File: config.mk
export PLATFORM = sky130hd
export DESIGN_NAME = com_cmd_bridge
export DESIGN_NICKNAME = d
export VERILOG_FILES = /design/src/rtl/com_pkg.sv /design/src/rtl/com_timeout.sv /design/src/rtl/com_cmd_bridge.sv
export SDC_FILE = /design/constraint.sdc
export NUM_CORES = 1
export LEC_CHECK = 0
export BUFFER_PORTS_ARGS = -buffer_cell sky130_fd_sc_hd__buf_2
export CAP_MARGIN = 20
export CORE_MARGIN = 2
export CORE_UTILIZATION = 48
export CTS_CLUSTER_DIAMETER = 80
export DETAILED_ROUTE_END_ITERATION = 8
export GPL_TIMING_DRIVEN = 0
export PLACE_DENSITY = 0.86
export SKIP_LAST_GASP = 1
export SLEW_MARGIN = 15
export SYNTH_ARGS = -nofsm -noshare
export SYNTH_HDL_FRONTEND = slang
export SYNTH_SLANG_ARGS = --single-unit
File: constraint.sdc
create_clock -name clk -period 1.45 [get_ports clk]
set_clock_uncertainty 0.1 [all_clocks]
set_input_delay 0.3625 -clock clk [delete_from_list [all_inputs] [get_ports clk]]
set_output_delay 0.3625 -clock clk [all_outputs]
set_load 0.01 [all_outputs]
File: src/rtl/com_pkg.sv
// Shared types and command codes for the byte-command to memory bridge.
// Define COM_BURST_EN to add the LEN state and the "B" burst-read command.
package com_pkg;

  typedef enum logic [2:0] {
    IDLE    = 3'd0,
    ADDR    = 3'd1,
`ifdef COM_BURST_EN
    LEN     = 3'd2,
`endif
    DATA    = 3'd3,
    REQ     = 3'd4,
    WAIT_RD = 3'd5,
    TX      = 3'd6
  } com_state_e;

  localparam logic [7:0] CMD_WRITE = 8'h57;
  localparam logic [7:0] CMD_READ  = 8'h52;
  localparam logic [7:0] CMD_BURST = 8'h42;

  function automatic logic cmd_known(input logic [7:0] b);
`ifdef COM_BURST_EN
    return (b == CMD_WRITE) || (b == CMD_READ) || (b == CMD_BURST);
`else
    return (b == CMD_WRITE) || (b == CMD_READ);
`endif
  endfunction

endpackage

File: src/rtl/com_timeout.sv
// Inter-byte watchdog: fires once TIMEOUT_CYCLES idle cycles elapse while active.
// A kick in the expiry cycle wins; TIMEOUT_CYCLES = 0 disables the watchdog.
module com_timeout #(
  parameter int TIMEOUT_CYCLES = 27000
) (
  input  logic clk,
  input  logic sys_resetn,
  input  logic active,
  input  logic kick,
  output logic expired
);

  if (TIMEOUT_CYCLES > 0) begin : g_cnt
    localparam int CW = (TIMEOUT_CYCLES > 1) ? $clog2(TIMEOUT_CYCLES) : 1;
    localparam logic [CW-1:0] LAST = CW'(TIMEOUT_CYCLES - 1);

    logic [CW-1:0] cnt_q;

    always_ff @(posedge clk) begin
      if (!sys_resetn || kick || !active) cnt_q <= '0;
      else if (cnt_q != LAST)             cnt_q <= cnt_q + CW'(1);
    end

    assign expired = active && !kick && (cnt_q == LAST);
  end else begin : g_off
    logic unused_tie;
    assign unused_tie = ^{clk, sys_resetn, active, kick};
    assign expired    = 1'b0;
  end

endmodule

File: src/rtl/com_cmd_bridge.sv
// Byte-stream command parser driving a single-beat memory port and returning read data.
// Define COM_BURST_EN to enable "B" burst reads (LEN state, N+1 sequential words).
module com_cmd_bridge #(
  parameter int ADDR_BYTES     = 2,
  parameter int DATA_BYTES     = 1,
  parameter int TIMEOUT_CYCLES = 27000
) (
  input  logic                    clk,
  input  logic                    sys_resetn,
  input  logic [7:0]              i_com_data,
  input  logic                    i_com_strobe,
  output logic [7:0]              o_com_data,
  output logic                    o_com_strobe,
  input  logic                    i_com_ready,
  output logic [8*ADDR_BYTES-1:0] o_mem_addr,
  output logic [8*DATA_BYTES-1:0] o_mem_wdata,
  output logic                    o_mem_write,
  output logic                    o_mem_valid,
  input  logic                    i_mem_ready,
  input  logic [8*DATA_BYTES-1:0] i_mem_rdata,
  input  logic                    i_mem_rvalid,
  output logic                    o_busy,
  output logic                    o_error
);
  import com_pkg::*;

  localparam int AW = 8 * ADDR_BYTES;
  localparam int DW = 8 * DATA_BYTES;

  com_state_e    state_q, state_d;
  logic [AW-1:0] addr_q;
  logic [DW-1:0] wdata_q, tx_q;
  logic [3:0]    bcnt_q;
  logic          wr_q, err_q, err_d;
  logic          active, expired, last_addr, last_data, more_words, rd_done;
`ifdef COM_BURST_EN
  logic          burst_q;
  logic [7:0]    rem_q;
  assign more_words = burst_q && (rem_q != 8'd0);
`else
  assign more_words = 1'b0;
`endif

  assign last_addr = (bcnt_q == 4'(ADDR_BYTES - 1));
  assign last_data = (bcnt_q == 4'(DATA_BYTES - 1));
  // Read data landing together with acceptance skips WAIT_RD entirely.
  assign rd_done   = i_mem_rvalid && !wr_q &&
                     ((state_q == WAIT_RD) || ((state_q == REQ) && i_mem_ready));

`ifdef COM_BURST_EN
  assign active = (state_q == ADDR) || (state_q == LEN) || (state_q == DATA);
`else
  assign active = (state_q == ADDR) || (state_q == DATA);
`endif

  com_timeout #(.TIMEOUT_CYCLES(TIMEOUT_CYCLES)) u_timeout (
    .clk        (clk),
    .sys_resetn (sys_resetn),
    .active     (active),
    .kick       (i_com_strobe),
    .expired    (expired)
  );

  always_ff @(posedge clk) begin
    if (!sys_resetn) state_q <= IDLE;
    else             state_q <= state_d;
  end

  always_comb begin
    state_d = state_q;
    case (state_q)
      IDLE:    if (i_com_strobe && cmd_known(i_com_data)) state_d = ADDR;
      ADDR: begin
        if (i_com_strobe && last_addr) begin
`ifdef COM_BURST_EN
          if (burst_q) state_d = LEN; else
`endif
          if (wr_q) state_d = DATA;
          else      state_d = REQ;
        end else if (expired) state_d = IDLE;
      end
`ifdef COM_BURST_EN
      LEN: begin
        if (i_com_strobe) state_d = REQ;
        else if (expired) state_d = IDLE;
      end
`endif
      DATA: begin
        if (i_com_strobe && last_data) state_d = REQ;
        else if (expired)              state_d = IDLE;
      end
      REQ:     if (i_mem_ready) state_d = wr_q ? IDLE : (rd_done ? TX : WAIT_RD);
      WAIT_RD: if (rd_done) state_d = TX;
      TX:      if (i_com_ready && last_data) state_d = more_words ? REQ : IDLE;
      default: state_d = IDLE;
    endcase
  end

  always_comb begin
    o_busy       = (state_q != IDLE);
    o_mem_valid  = (state_q == REQ);
    o_com_strobe = (state_q == TX) && i_com_ready;
    o_com_data   = tx_q[DW-1 -: 8];
    o_mem_addr   = addr_q;
    o_mem_wdata  = wdata_q;
    o_mem_write  = wr_q;
    o_error      = err_q;
    err_d        = expired ||
                   (i_com_strobe && (state_q == IDLE) && !cmd_known(i_com_data)) ||
                   (i_com_strobe && ((state_q == REQ) || (state_q == WAIT_RD) || (state_q == TX)));
  end

  always_ff @(posedge clk) begin
    if (!sys_resetn) begin
      addr_q  <= '0;
      wdata_q <= '0;
      tx_q    <= '0;
      bcnt_q  <= '0;
      wr_q    <= 1'b0;
      err_q   <= 1'b0;
`ifdef COM_BURST_EN
      burst_q <= 1'b0;
      rem_q   <= '0;
`endif
    end else begin
      err_q <= err_d;
      case (state_q)
        IDLE: begin
          bcnt_q <= '0;
          if (i_com_strobe) begin
            wr_q    <= (i_com_data == CMD_WRITE);
`ifdef COM_BURST_EN
            burst_q <= (i_com_data == CMD_BURST);
`endif
          end
        end
        ADDR: if (i_com_strobe) begin
          addr_q <= (addr_q << 8) | AW'(i_com_data);
          bcnt_q <= last_addr ? 4'd0 : bcnt_q + 4'd1;
        end
`ifdef COM_BURST_EN
        LEN: if (i_com_strobe) rem_q <= i_com_data;
`endif
        DATA: if (i_com_strobe) begin
          wdata_q <= (wdata_q << 8) | DW'(i_com_data);
          bcnt_q  <= last_data ? 4'd0 : bcnt_q + 4'd1;
        end
        REQ, WAIT_RD: if (rd_done) tx_q <= i_mem_rdata;
        TX: if (i_com_ready) begin
          tx_q <= tx_q << 8;
          if (last_data) begin
            bcnt_q <= '0;
            if (more_words) begin
              addr_q <= addr_q + AW'(1);
`ifdef COM_BURST_EN
              rem_q  <= rem_q - 8'd1;
`endif
            end
          end else begin
            bcnt_q <= bcnt_q + 4'd1;
          end
        end
        default: ;
      endcase
    end
  end

endmodule

Word-level counts from Yosys, hierarchy flattened
Cells that the tools add are included.
Widths: inputs -> output; s select.

storage, ports and cells
  output and inout bits = 37
  memories kept = 0
  flip-flop bits (word level) = 56
  input port bits = 22
  RAM bits = 0
  bits in latches = 0
  word-level logic and storage cells = 88
  memory bits (read-only) = 0

cells by class
  reductions and logical operators = 39
  bitwise gates (word level) = 1
  equal/unequal tests = 18
  multiplexer cells = 20
  order comparisons = 0
  $mul = 0
  divide/modulo/power cells = 0
  add/sub/neg operators = 2
  shift operators = 0

operators by type and width
  operator               number
  $mux 3                 9
  $mux 4                 5
  $pmux 3 s6             1
  $eq 8x7->1 const B     2
  $mux 8                 2
  $or 16x8->16           1
  $pmux 4 s4             1
  $pmux 8 s2             1
  $add 15x1->15 const B  1
  $eq 15x15->1 const B   1
  $ne 15x15->1 const B   1
  $ne 2x2->1 const B     7
  $logic_and 1x1->1      13
  $eq 3x3->1 const B     3
  $logic_or 1x1->1       9
  $reduce_and 4->1       2
  $reduce_and 2->1       3
  $logic_not 1->1        5
  $add 4x1->4 const B    1
  $eq 4x1->1 const B     1
  $logic_not 4->1        1
  $reduce_bool 4->1      1
  $eq 3x1->1 const B     1
  $eq 3x2->1 const B     1
  other kinds (7)        7

Longest topological paths before layout
Gate-level depths: netlist of run 1.

  word-level depth = 8
  gate-level depth with buffers = 6
  mapped depth without buffers = 6

Cells and area by module
From an unflattened synthesis of run 1, not the netlist that was laid out.

second synthesis, totals
  cells, all modules = 305
  area total of the unflattened synthesis = 2645.0 um^2

by module, submodules not included
  module          cells an instance  sequential area each (um^2)  times used  area each (um^2)
  com_cmd_bridge  228                820.8                        1           1933.1
  com_timeout     77                 300.3                        1           711.9

Worst setup path after synthesis of run 1
Ideal clock, no wire load.

  path kind = flip-flop to flip-flop
  from = register wr_q, in the netlist o_mem_write
  to = register state_q[1]
  arrival = 1338 ps
  slack = -107 ps
  required time = 1231 ps
  stages on the path, launching flop included = 6
  library setup time = 119 ps
  period minus slack after synthesis = 1557 ps
  buffers on the path = 1
  path through = dfxtp_1 nor2b_2 o211a_1 buf_6 or3b_1 o221a_1

on the way
  longest elaborated chain between the ends = 7
  elaborated cells between the ends (all ways) = 11
  classes of those cells = eq/ne (1); mux (6); reduce/logical (4)

RTL lines
  what                            RTL line               source
  start, declared                 com_cmd_bridge.sv:34   logic wr_q, err_q, err_d;
  start signal, assigned          com_cmd_bridge.sv:131  wr_q <= (i_com_data == CMD_WRITE);
  $logic_not 1->1                 com_cmd_bridge.sv:47   assign rd_done = i_mem_rvalid && !wr_q &&
  $logic_and 1x1->1 (2 in a row)  com_cmd_bridge.sv:47
  $mux 2                          com_cmd_bridge.sv:92   REQ: if (i_mem_ready) state_d = wr_q ? IDLE : (rd_done ? TX : WAIT_RD);
  $mux 3 (2 in a row)             com_cmd_bridge.sv:92
  $pmux 3 s6                      com_cmd_bridge.sv:71   case (state_q)
  end signal, assigned            com_cmd_bridge.sv:66   else state_q <= state_d;
  end, declared                   com_cmd_bridge.sv:30   com_state_e state_q, state_d;

Several ways; a longest one is shown, not always the timed one. The select of a mux whose other input is x is not followed.
A chain may end at the register's enable or synchronous reset.

Final worst setup path of run 1
  from = register state_q[1]
  to = output o_busy

on the way
  longest elaborated chain between the ends = 1

RTL lines
  what               RTL line               source
  $reduce_bool 3->1  com_cmd_bridge.sv:100  o_busy = (state_q != IDLE);
  end, declared      com_cmd_bridge.sv:22   output logic o_busy,

No other way between the ends.

==> results of run 1 <==
## metrics by stage
| step | util [%] | worst slack (ns) | cells | TNS [ns] | power, W |
|---|---|---|---|---|---|
| 5_1_grt | 69.9 | -0.350 | 459 | -7.75 | 0.00266 |
| 3_5_place_dp | 58.5 | -0.310 | 426 | -9.34 | 0.00169 |
| 4_1_cts | 65.4 | -0.298 | 451 | -2.94 | 0.00257 |
| 6_report | 69.9 | -0.320 | 459 | -4.59 | 0.00257 |
| 3_3_place_gp | 58.5 | -0.295 | 426 | -8.45 | 0.00169 |
| 2_1_floorplan | - | -0.0538 | 298 | -0.0984 | 0.00163 |
## flip-flops by register name, indices dropped and copies added, names as in the netlist
name                   flops
state_q                    3
o_mem_write                1
o_com_data                 8
o_mem_wdata                8
o_error                    1
u_timeout.g_cnt.cnt_q     15
o_mem_addr                16
bcnt_q                     4
## report_power, final
group / internal (W) / switching, W
clock: 0.000353 / 0.000544
sequential: 0.00153 / 0.00000268
combinational: 0.0000627 / 0.0000734
total: 0.00195 / 0.000620
## worst min path at each step
stage | cells past startpoint | to | slack [ns]
after global routing | 3 | o_mem_addr[7]$_SDFFE_PN0P_ | 0.19
after floorplan | 2 | u_timeout.g_cnt.cnt_q[14]$_SDFFE_PP0N_ | 0.37
after global placement | 2 | o_mem_addr[13]$_SDFFE_PN0P_ | 0.34
after detailed placement | 2 | o_mem_addr[13]$_SDFFE_PN0P_ | 0.35
after CTS | 3 | o_mem_addr[7]$_SDFFE_PN0P_ | 0.18
final | 3 | o_mem_addr[7]$_SDFFE_PN0P_ | 0.19
## cells by family (layout without fill, tap and decap cells)
family | after synthesis | after routing
buffers and inverters | 16 | 107
AND/OR/NAND/NOR | 141 | 141
AO/OA/AOI/OAI | 61 | 61
multiplexers | 3 | 3
adder cells (fa/ha/maj) | 4 | 4
flip-flops | 56 | 56
XOR/XNOR | 17 | 17
## cell usage after synthesis, types with 2 or more instances
master | instances | share of area [%]
nor2_2 | 4 | 0.96
a31oi_1 | 3 | 0.72
nor2_1 | 25 | 3.6
o221a_1 | 2 | 0.86
dfxtp_1 | 56 | 43
ha_1 | 4 | 1.9
a21oi_1 | 3 | 0.57
and3_1 | 7 | 1.7
o21ai_0 | 6 | 1.1
a22oi_1 | 7 | 2.0
mux2i_1 | 2 | 0.76
xor2_1 | 11 | 3.7
xnor2_1 | 6 | 2.0
buf_2 | 3 | 0.57
nand2b_1 | 3 | 0.72
a21boi_0 | 14 | 4.0
nand3b_1 | 2 | 0.57
clkbuf_1 | 4 | 0.57
nor2b_1 | 10 | 2.4
nand2_1 | 62 | 8.9
buf_4 | 3 | 0.86
nand4_1 | 5 | 1.2
nand3_1 | 6 | 1.1
o211ai_1 | 2 | 0.57
and4bb_2 | 2 | 0.96
nor3b_1 | 2 | 0.57
nor2_4 | 2 | 0.86
a21boi_1 | 12 | 3.4
inv_1 | 3 | 0.43
## routing by layer
metal / vias up / track usage, % / wire length (um)
li1: 1217 / - / -
met1: 1143 / 26.5 / 2860
met2: 108 / 35.5 / 3390
met3: 20 / 4.30 / 448
met4: 0 / 8.21 / 186
met5: - / 0 / 0
## layout by cell type, fill, tap and decap left out, drive strengths merged, types with 6 or more instances in the layout
| cell | synthesis | layout |
|---|---|---|
| nor2b | 11 | 11 |
| xor2 | 11 | 11 |
| nand2 | 63 | 63 |
| dfxtp | 56 | 56 |
| nand4 | 6 | 6 |
| a22oi | 7 | 7 |
| a21boi | 26 | 26 |
| o21ai | 6 | 6 |
| nor2 | 31 | 31 |
| buf | 8 | 90 |
| and3 | 7 | 7 |
| inv | 4 | 6 |
| nand3 | 6 | 6 |
| clkbuf | 4 | 10 |
| xnor2 | 6 | 6 |
## layout make-up
cell class | instances | area, sq um
multi-input combinational | 226 | 1650
fill | 359 | 1560
sequential | 56 | 1150
timing repair buffer | 83 | 526
buffer | 12 | 98.8
tap | 70 | 87.6
clock buffer | 5 | 68.8
clock inverter | 3 | 25.0
inverter | 4 | 15.0
## what timing repair did
item                       4_1_cts  5_1_grt
resized for setup               39       61
cloned                           1        0
pin swaps                       13       33
setup endpoints to repair       46       57
setup buffers                   16        8
## worst min-delay path: stages
cell and delay (ns):
buf_2 0.12, nand2_1 0.05, a21boi_1 0.05
==> results.yml, run 1 <==
global_routing:
  grt_pass1_wl_mm: 10.5
  grt_max_degree: 20
  grt_usage_pct: 21.2
  grt_pass1_vias: 2350
  antenna_found_initial: 0
  grt.overflow.total: 0
timing:
  period_needed_ns: 1.77
  layout_setup_ws_ns: -0.320
  finalSetupViolations: 36
  fin_crit_sh_pct: 122
  timing.hold.ws_ns: 0.186
  tightest_slew_ns: 0.503
  max_slew_margin_pct: 66.5
  slew_viol_final: 0
  fmax_ghz: 0.565
  finalHoldViolations: 0
  rsz0062_at_grt: "true"
placement:
  gp_congestion: 0.884
  hpwlAfterDp_mm: 4.15
  io_buffers: 58
  postPlaceCellArea_sq_um: 3030
cts:
  numCtsBuffers: 5
  clock_latency_ns: 0.33
  cts_tree: "built"
  cts.sinks: 56
  cts_root_buffer: "clkbuf_8"
  cts_max_level: 2
  clockBufferDepth: 2
  clkTransAtPathRegs_ns: 0.11
  hold_buffers: 0
critical_path:
  cp_max_fo: 10
  critPathLaunch: "state_q[1]$_SDFFE_PN0P_"
  cp-endpoint: "o_busy"
  r2r_setup_slack_ns: -0.26
  cpPeakStageDelay_ns: 0.37
  critPathKind: "reg2out"
  endpoint_kind: "output port"
  arrival_ns: 1.31
  critical-path-top-delay-family: "flip-flops"
  reg2regPathDepth: 5
  cp_slowest_cell: "dfxtp_4"
  r2r-start: "state_q[2]$_SDFFE_PN0P_"
  path_cells: "buf_6 > or3_1 > buf_2"
  critPathLaunchType: "flip-flop"
  cp_num_cells: 3
  critPathBufInv: 2
  reg2reg_to: "state_q[1]$_SDFFE_PN0P_"
  critPathRequiredTime_ns: 0.99
synthesis:
  synth_fp_nets: 324
  synth_top_family_by_area: "simple AND/OR/NAND/NOR gates"
  synth_ff_type: "dfxtp_1"
  synthMuxAreaShare_pct: 1.20
  ys_seq_area_share_pct: 42.8
  yosys_warnings: 0
  synth-edff-count: 0
  synth_compound_area_share_pct: 17.8
  syn_inst: 298
  ys_types: 56
  post_synth_fa_ha_maj_area_fraction_pct: 1.91
  synthArstFlopShare_pct: 0
  ys_seq_elements: 56
  synthXorXnorAreaFrac_pct: 5.69
  synth-simple-area-share_pct: 27.4
  synth_area_sq_um: 2620
  avgSynthCellArea_sq_um: 8.78
cells_and_area:
  nets: 414
  design_area_sq_um: 3620
  diodes: 0
  drive_gt1_share_pct: 43.2
  area_growth_pct: 38.1
detailed_routing:
  drcViolationCount: 0
  drt_iter0_drc: 106
  vias: 2488
  wl_mm: 6.89
  firstDrtPassIters: 4
  wl_per_cell_um: 15.0
  postRouteAntennaNets: 0
  via_per_inst: 5.42
run_status:
  violations: "setup timing"
  status: "finished, violations left"
power:
  p_leak_nw: 1.49
  p_per_area_nw_per_um2: 710
  peakVddDrop_mv: 0.580
floorplanning:
  start_util_pct: 50.6
  num_rows: 26
  core_area_sq_um: 5170
  fp.dieArea_sq_um: 6060
  io_pins: 59
  die_y_um: 77.8
  fp.dieW_um: 77.8
min_path:
  hp-class: "in2reg"
  hp-start: "i_com_data[7]"
job:
  maxCapViolations: 0
Note: power is estimated with default switching activity, not from simulation.
==> run 2: changes to the inputs <==
- CORE_ASPECT_RATIO: not set -> 0.75
==> run 2 against run 1 <==
  * Fmax decreased by 1.4%
  * Critical path depth increased by 2
  * Core utilization decreased by 0.60 points
  * First-iteration DRC count increased by 100%
  * Die area increased by 0.10%
  * Clock power increased by 15%
  * Highest routed layer unchanged
  * Register-to-register slack got worse by 0.09 ns
  * Wire length increased by 9.7%
  * Largest cell class unchanged
  * Combinational power about the same
  * The flow still finishes with violations (setup timing)
  * Cell count increased by 2.2%
==> results.yml, run 2 (synthesis gave the netlist of run 1 again) <==
cells_and_area:
  design_area_sq_um: 3670
  layout_common_cells: "buf_2, nand2_1, dfxtp_1, a21boi_1, nor2_1"
  mostFrequentLayoutCell: "buf_2"
  diodes: 0
  largest_reg_flops: 16
  drive_gt1_share_pct: 42.9
  nets: 419
  utilization_pct: 69.3
  area_growth_pct: 40.2
global_routing:
  grt_pass1_wl_mm: 10.6
  grt.overflow.total: 0
  antenna_found_initial: 0
  grt_max_degree: 18
  grt_pass1_vias: 2354
  grt_usage_pct: 22.5
timing:
  fin_crit_sh_pct: 124
  period_needed_ns: 1.80
  layout_setup_ws_ns: -0.346
  rsz0062_at_grt: "true"
  tightest_slew_ns: 0.466
  finalSetupViolations: 55
  finalHoldViolations: 0
  timing.hold.ws_ns: 0.210
  fmax_ghz: 0.557
  max_slew_margin_pct: 68.8
  slew_viol_final: 0
critical_path:
  critPathRequiredTime_ns: 1.56
  critPathLaunchType: "flip-flop"
  critical-path-top-delay-family: "compound AO/OA/AOI/OAI gates"
  cpPeakStageDelay_ns: 0.35
  path_cells: "nor2_2 > a21oi_1 > a41oi_1 > o21ai_0 > o221a_1"
  critPathBufInv: 0
  critPathKind: "reg2reg"
  cp_max_fo: 8
  cp_slowest_cell: "dfxtp_1"
  arrival_ns: 1.90
  endpoint_kind: "flip-flop"
detailed_routing:
  postRouteAntennaNets: 0
  wl_per_cell_um: 16.1
  wl_mm: 7.55
  drt_iter0_drc: 216
  drcViolationCount: 0
  vias: 2620
  firstDrtPassIters: 5
  via_per_inst: 5.59
placement:
  io_buffers: 58
  place_ws_ns: -0.403
  hpwlAfterDp_mm: 4.32
  gp_congestion: 0.858
  postPlaceCellArea_sq_um: 3030
cts:
  cts_tree: "built"
  clockBufferDepth: 2
  numCtsBuffers: 5
  cts_max_level: 2
  cts.sinks: 56
  cts_root_buffer: "clkbuf_8"
  clock_latency_ns: 0.31
  hold_buffers: 0
  clkTransAtPathRegs_ns: 0.10
floorplanning:
  num_rows: 23
  start_util_pct: 49.4
  io_pins: 59
  core_area_sq_um: 5300
  fp.dieArea_sq_um: 6070
  die_y_um: 68.0
  fp.dieW_um: 89.3
job:
  maxCapViolations: 0
min_path:
  hp-class: "in2reg"
power:
  p_per_area_nw_per_um2: 734
  peakVddDrop_mv: 0.458
  p_leak_nw: 1.50
run_status:
  violations: "setup timing"
  status: "finished, violations left"
[run 2: changes by cell type in the layout (fill, tap and decap cells not counted), moves of 2 or more]
cell | previous run | this run
nor2_2 | 6 | 3
nand2_2 | 8 | 10
nor2_1 | 19 | 22
a21boi_1 | 21 | 24
buf_4 | 14 | 17
nand2_4 | 3 | 1
a21boi_2 | 4 | 2
inv_6 | 2 | 0
[run 2: power by group]
| part | leakage [nW] | internal [W] | total, W | switching (W) |
|---|---|---|---|---|
| logic | 0.982 | 0.0000627 | 0.000137 | 0.0000748 |
| clock network | 0.0541 | 0.000512 | 0.00103 | 0.000513 |
| registers | 0.460 | 0.00153 | 0.00153 | 0.00000275 |
| total | 1.50 | 0.00210 | 0.00269 | 0.000591 |
[run 2: worst reg2reg max path: cells and delay by family (launching register included)]
family           cells  cell delay (ns)
AO/OA/AOI/OAI        4             0.91
flip-flops           1             0.35
AND/OR/NAND/NOR      1             0.34
[run 2: final cells by class]
| class | count | area, sq um |
|---|---|---|
| fillers | 425 | 1630 |
| multi-input cells | 226 | 1620 |
| flip-flops and latches | 56 | 1150 |
| repair buffers | 88 | 579 |
| plain buffers | 12 | 100 |
| well taps | 75 | 93.8 |
| clock buffers | 5 | 68.8 |
| clock inverters | 3 | 42.5 |
| inverters | 4 | 15.0 |
[run 2: path summary, 6_finish.rpt]
path	cells after the start	slack (ns)	start	endpoint
hold / removal	3	0.21	i_com_data[3]	o_mem_addr[3]$_SDFFE_PN0P_
setup reg to reg	5	-0.35	bcnt_q[2]$_SDFFE_PN0P_	state_q[0]$_SDFFE_PN0P_
hold reg to reg	2	0.35	o_mem_addr[11]$_SDFFE_PN0P_	o_mem_addr[11]$_SDFFE_PN0P_
setup / recovery	5	-0.35	bcnt_q[2]$_SDFFE_PN0P_	state_q[0]$_SDFFE_PN0P_
[run 2: per-layer routing]
layer  global-route usage (%)  up-vias  wire length [um]  part of all wire, %
met4                     8.40        0               263                  3.5
met3                     5.43       33               546                  7.2
met2                     37.3      122              3560                   47
met5                        0        -                 0                    0
met1                     28.5     1242              3190                   42
li1                         -     1223                 -                    -
[run 2: stage by stage]
| stage | power, W | std cells | setup TNS [ns] |
|---|---|---|---|
| 2_1_floorplan | 0.00163 | 298 | -0.0984 |
| 3_3_place_gp | 0.00169 | 431 | -8.15 |
| 3_5_place_dp | 0.00169 | 431 | -9.05 |
| 4_1_cts | 0.00269 | 452 | -3.54 |
| 5_1_grt | 0.00277 | 469 | -8.43 |
| 6_report | 0.00269 | 469 | -5.20 |
[run 2: timing repair]
item,4_1_cts,5_1_grt
setup endpoints to repair,46,56
gates cloned,2,0
pin swaps,11,47
setup buffers,11,17
gates resized for setup,36,63
==> run 3: changes to the inputs <==
- ABC_AREA: not set -> 1
==> run 3 against run 2 <==
  * The flow still finishes with violations (setup timing)
  * Count of clock-buffer cells in the layout did not move
  * Hold slack got worse by 0.025 ns
  * Critical path depth rose by 2
  * Power rose by 1.9%
  * Clock power rose by 5%
  * Sequential power about the same
  * Wire length rose by 35%
  * Cell count increased by 17%
  * Core utilization grew 9.8 points
  * Die area fell by 2.1%
  * Combinational power shrank 4%
==> results.yml, run 3 <==
run_status:
  status: "finished, violations left"
  violations: "setup timing"
synthesis:
  synth_fp_nets: 384
  yosysTopAreaCellShare_pct: 43.8
  synth_common_cells: "nor2_1, dfxtp_1, nand2_1"
  synth_area_sq_um: 2560
  ys_seq_area_share_pct: 43.8
  ys_types: 33
  avgSynthCellArea_sq_um: 7.15
  synth-edff-count: 0
  syn_inst: 358
  synth_ff_type: "dfxtp_1"
  ys_seq_elements: 56
  synth_most_common_cell: "nor2_1"
  yosys-top-cells-area: "dfxtp_1, nor2_1, nand2_1"
  synthArstFlopShare_pct: 0
  yosys_warnings: 0
  yosys.area.top_type: "dfxtp_1"
floorplanning:
  die_y_um: 67.2
  fp.dieArea_sq_um: 5940
  io_pins: 59
  fp.dieW_um: 88.3
  num_rows: 22
  start_util_pct: 51.1
  core_area_sq_um: 5010
cells_and_area:
  diodes: 0
  design_area_sq_um: 3960
  mostFrequentLayoutCell: "buf_2"
  nets: 500
  largest_reg_flops: 16
  nFillCells: 291
  multiInputGateArea_sq_um: 1650
  register_area_sq_um: 1150
  layout_common_cells: "buf_2, nor2_1, dfxtp_1, buf_4, nand2_1"
  area_growth_pct: 54.9
  drive_gt1_share_pct: 48.2
cts:
  clock_latency_ns: 0.33
  cts_max_level: 2
  numCtsBuffers: 5
  clockBufferDepth: 2
  clkTransAtPathRegs_ns: 0.11
  cts_tree: "built"
  cts.sinks: 56
  cts_root_buffer: "clkbuf_8"
power:
  p_per_area_nw_per_um2: 692
  p_seq_share_pct: 56.0
  p_switching_w: 0.000646
  swShare_pct: 23.5
  clkPwrFrac_pct: 39.2
  p_leak_nw: 1.72
  combPwrFrac_pct: 4.8
  peakVddDrop_mv: 0.427
  internal_power_w: 0.00210
timing:
  finalSetupViolations: 48
  layout_setup_ws_ns: -0.247
  finalSetupTns_ns: -4.97
  fmax_ghz: 0.589
  fin_crit_sh_pct: 117
  period_needed_ns: 1.70
  tightest_slew_ns: 0.535
  timing.hold.ws_ns: 0.184
  rsz0062_at_grt: "true"
  slew_viol_final: 0
  finalHoldViolations: 0
  max_slew_margin_pct: 64.3
global_routing:
  grt_pass1_vias: 2597
  use_met3_pct: 7.33
  grt-busiest-layer: "met2"
  grt.overflow.total: 0
  met2_usage_pct: 43.1
  grt_max_degree: 19
  met1_usage_pct: 32.1
  grt_usage_pct: 25.5
  antenna_found_initial: 0
  grt_pass1_wl_mm: 11.8
critical_path:
  critPathBufInv: 2
  arrival_ns: 1.82
  critical-path-top-delay-family: "compound AO/OA/AOI/OAI gates"
  path_cells: "inv_4 > nor2_4 > buf_4 > o21ai_0 > o21ai_2 > o21ai_4 > a21oi_1"
  critPathKind: "reg2reg"
  cp_max_fo: 4
  critPathRequiredTime_ns: 1.57
  cp_slowest_cell: "dfxtp_4"
  endpoint_kind: "flip-flop"
  critPathLaunchType: "flip-flop"
  cpPeakStageDelay_ns: 0.38
detailed_routing:
  wl_mm: 10.2
  vias: 3253
  drt_iter0_drc: 397
  postRouteAntennaNets: 0
  drcViolationCount: 0
  via_per_inst: 5.95
  firstDrtPassIters: 6
  wl_per_cell_um: 18.6
placement:
  io_buffers: 58
  gp_congestion: 0.874
  postPlaceCellArea_sq_um: 2940
  hpwlAfterDp_mm: 4.54
job:
  maxCapViolations: 0
min_path:
  hp-class: "in2reg"
==> run 3: cell count changes in the layout (fill, tap and decap cells not counted), sizes merged, moves of 10 or more <==
cell	previous run	this run
nor3	0	10
a21oi	4	33
o21ai	6	33
inv	4	39
nand3	6	30
buf	95	113
nor2b	11	0
a21boi	26	1
nor2	31	65
==> run 3: cell type report <==
class | count | share of cell area, %
Inverter | 40 | 4.48
Sequential cell | 56 | 28.9
Tap cell | 72 | 2.27
Clock buffer | 5 | 1.74
Timing Repair Buffer | 110 | 18.8
Clock inverter | 3 | 1.17
Buffer | 7 | 1.07
Multi-Input combinational cell | 254 | 41.5
==> run 3: what timing repair did <==
item	CTS	global route
pin swaps	24	39
gates resized for setup	59	94
setup endpoints to repair	40	56
setup buffers	27	26
hold buffers	0	0
cloned	0	1
==> run 3: power groups by stage <==
| stage | registers, W | logic [W] | clock network [W] |
|---|---|---|---|
| after floorplan | 0.00158 | 0.0000415 | 0 |
| final | 0.00154 | 0.000131 | 0.00108 |
| after global routing | 0.00154 | 0.000137 | 0.00114 |
| after detailed placement | 0.00158 | 0.0000986 | 0 |
| after CTS | 0.00154 | 0.000105 | 0.00106 |
| after global placement | 0.00158 | 0.0000972 | 0 |
==> run 3: per-layer routing <==
metal / vias to the layer above / wire, um
met3: 89 / 1120
met2: 273 / 4750
met5: - / 0
met1: 1487 / 3660
met4: 0 / 628
li1: 1404 / -
==> run 3: stage by stage <==
stage / total power, W / util, % / worst slack (ns) / std cells
final: 0.00274 / 79.1 / -0.247 / 547
after global routing: 0.00281 / 79.1 / -0.287 / 547
after CTS: 0.00270 / 68.8 / -0.182 / 522
after detailed placement: 0.00168 / 58.8 / -0.256 / 488
after global placement: 0.00168 / 58.8 / -0.199 / 488
after floorplan: 0.00162 / - / -0.0196 / 358
==> run 3: kinds of logic after synthesis <==
| kind of cell | Yosys count | synth area share (%) |
|---|---|---|
| DFF | 56 | 43.8 |
| adders and majority gates | 4 | 1.96 |
| xor gates and xnor gates | 5 | 1.71 |
| buffers and inverters | 48 | 7.29 |
| and+or+nand+nor | 176 | 31.3 |
| AOI/OAI and AO/OA | 69 | 13.9 |
==> run 3: path summary, 6_finish.rpt <==
check	start	to	slack (ns)	cells past startpoint
setup / recovery	state_q[1]$_SDFFE_PN0P_	bcnt_q[0]$_SDFFE_PN0P_	-0.25	7
hold / removal	i_mem_rdata[7]	o_com_data[7]$_SDFFE_PN0P_	0.18	3
setup reg to reg	state_q[1]$_SDFFE_PN0P_	bcnt_q[0]$_SDFFE_PN0P_	-0.25	7
hold reg to reg	o_mem_wdata[4]$_SDFFE_PN0P_	o_mem_wdata[4]$_SDFFE_PN0P_	0.37	2
==> run 3: worst register-to-register path: cells and delay by family (launching register included) <==
kind | cells | cell delay, ns
buf+inv | 2 | 0.26
flops | 1 | 0.38
compound gates | 4 | 0.79
simple gates | 1 | 0.07
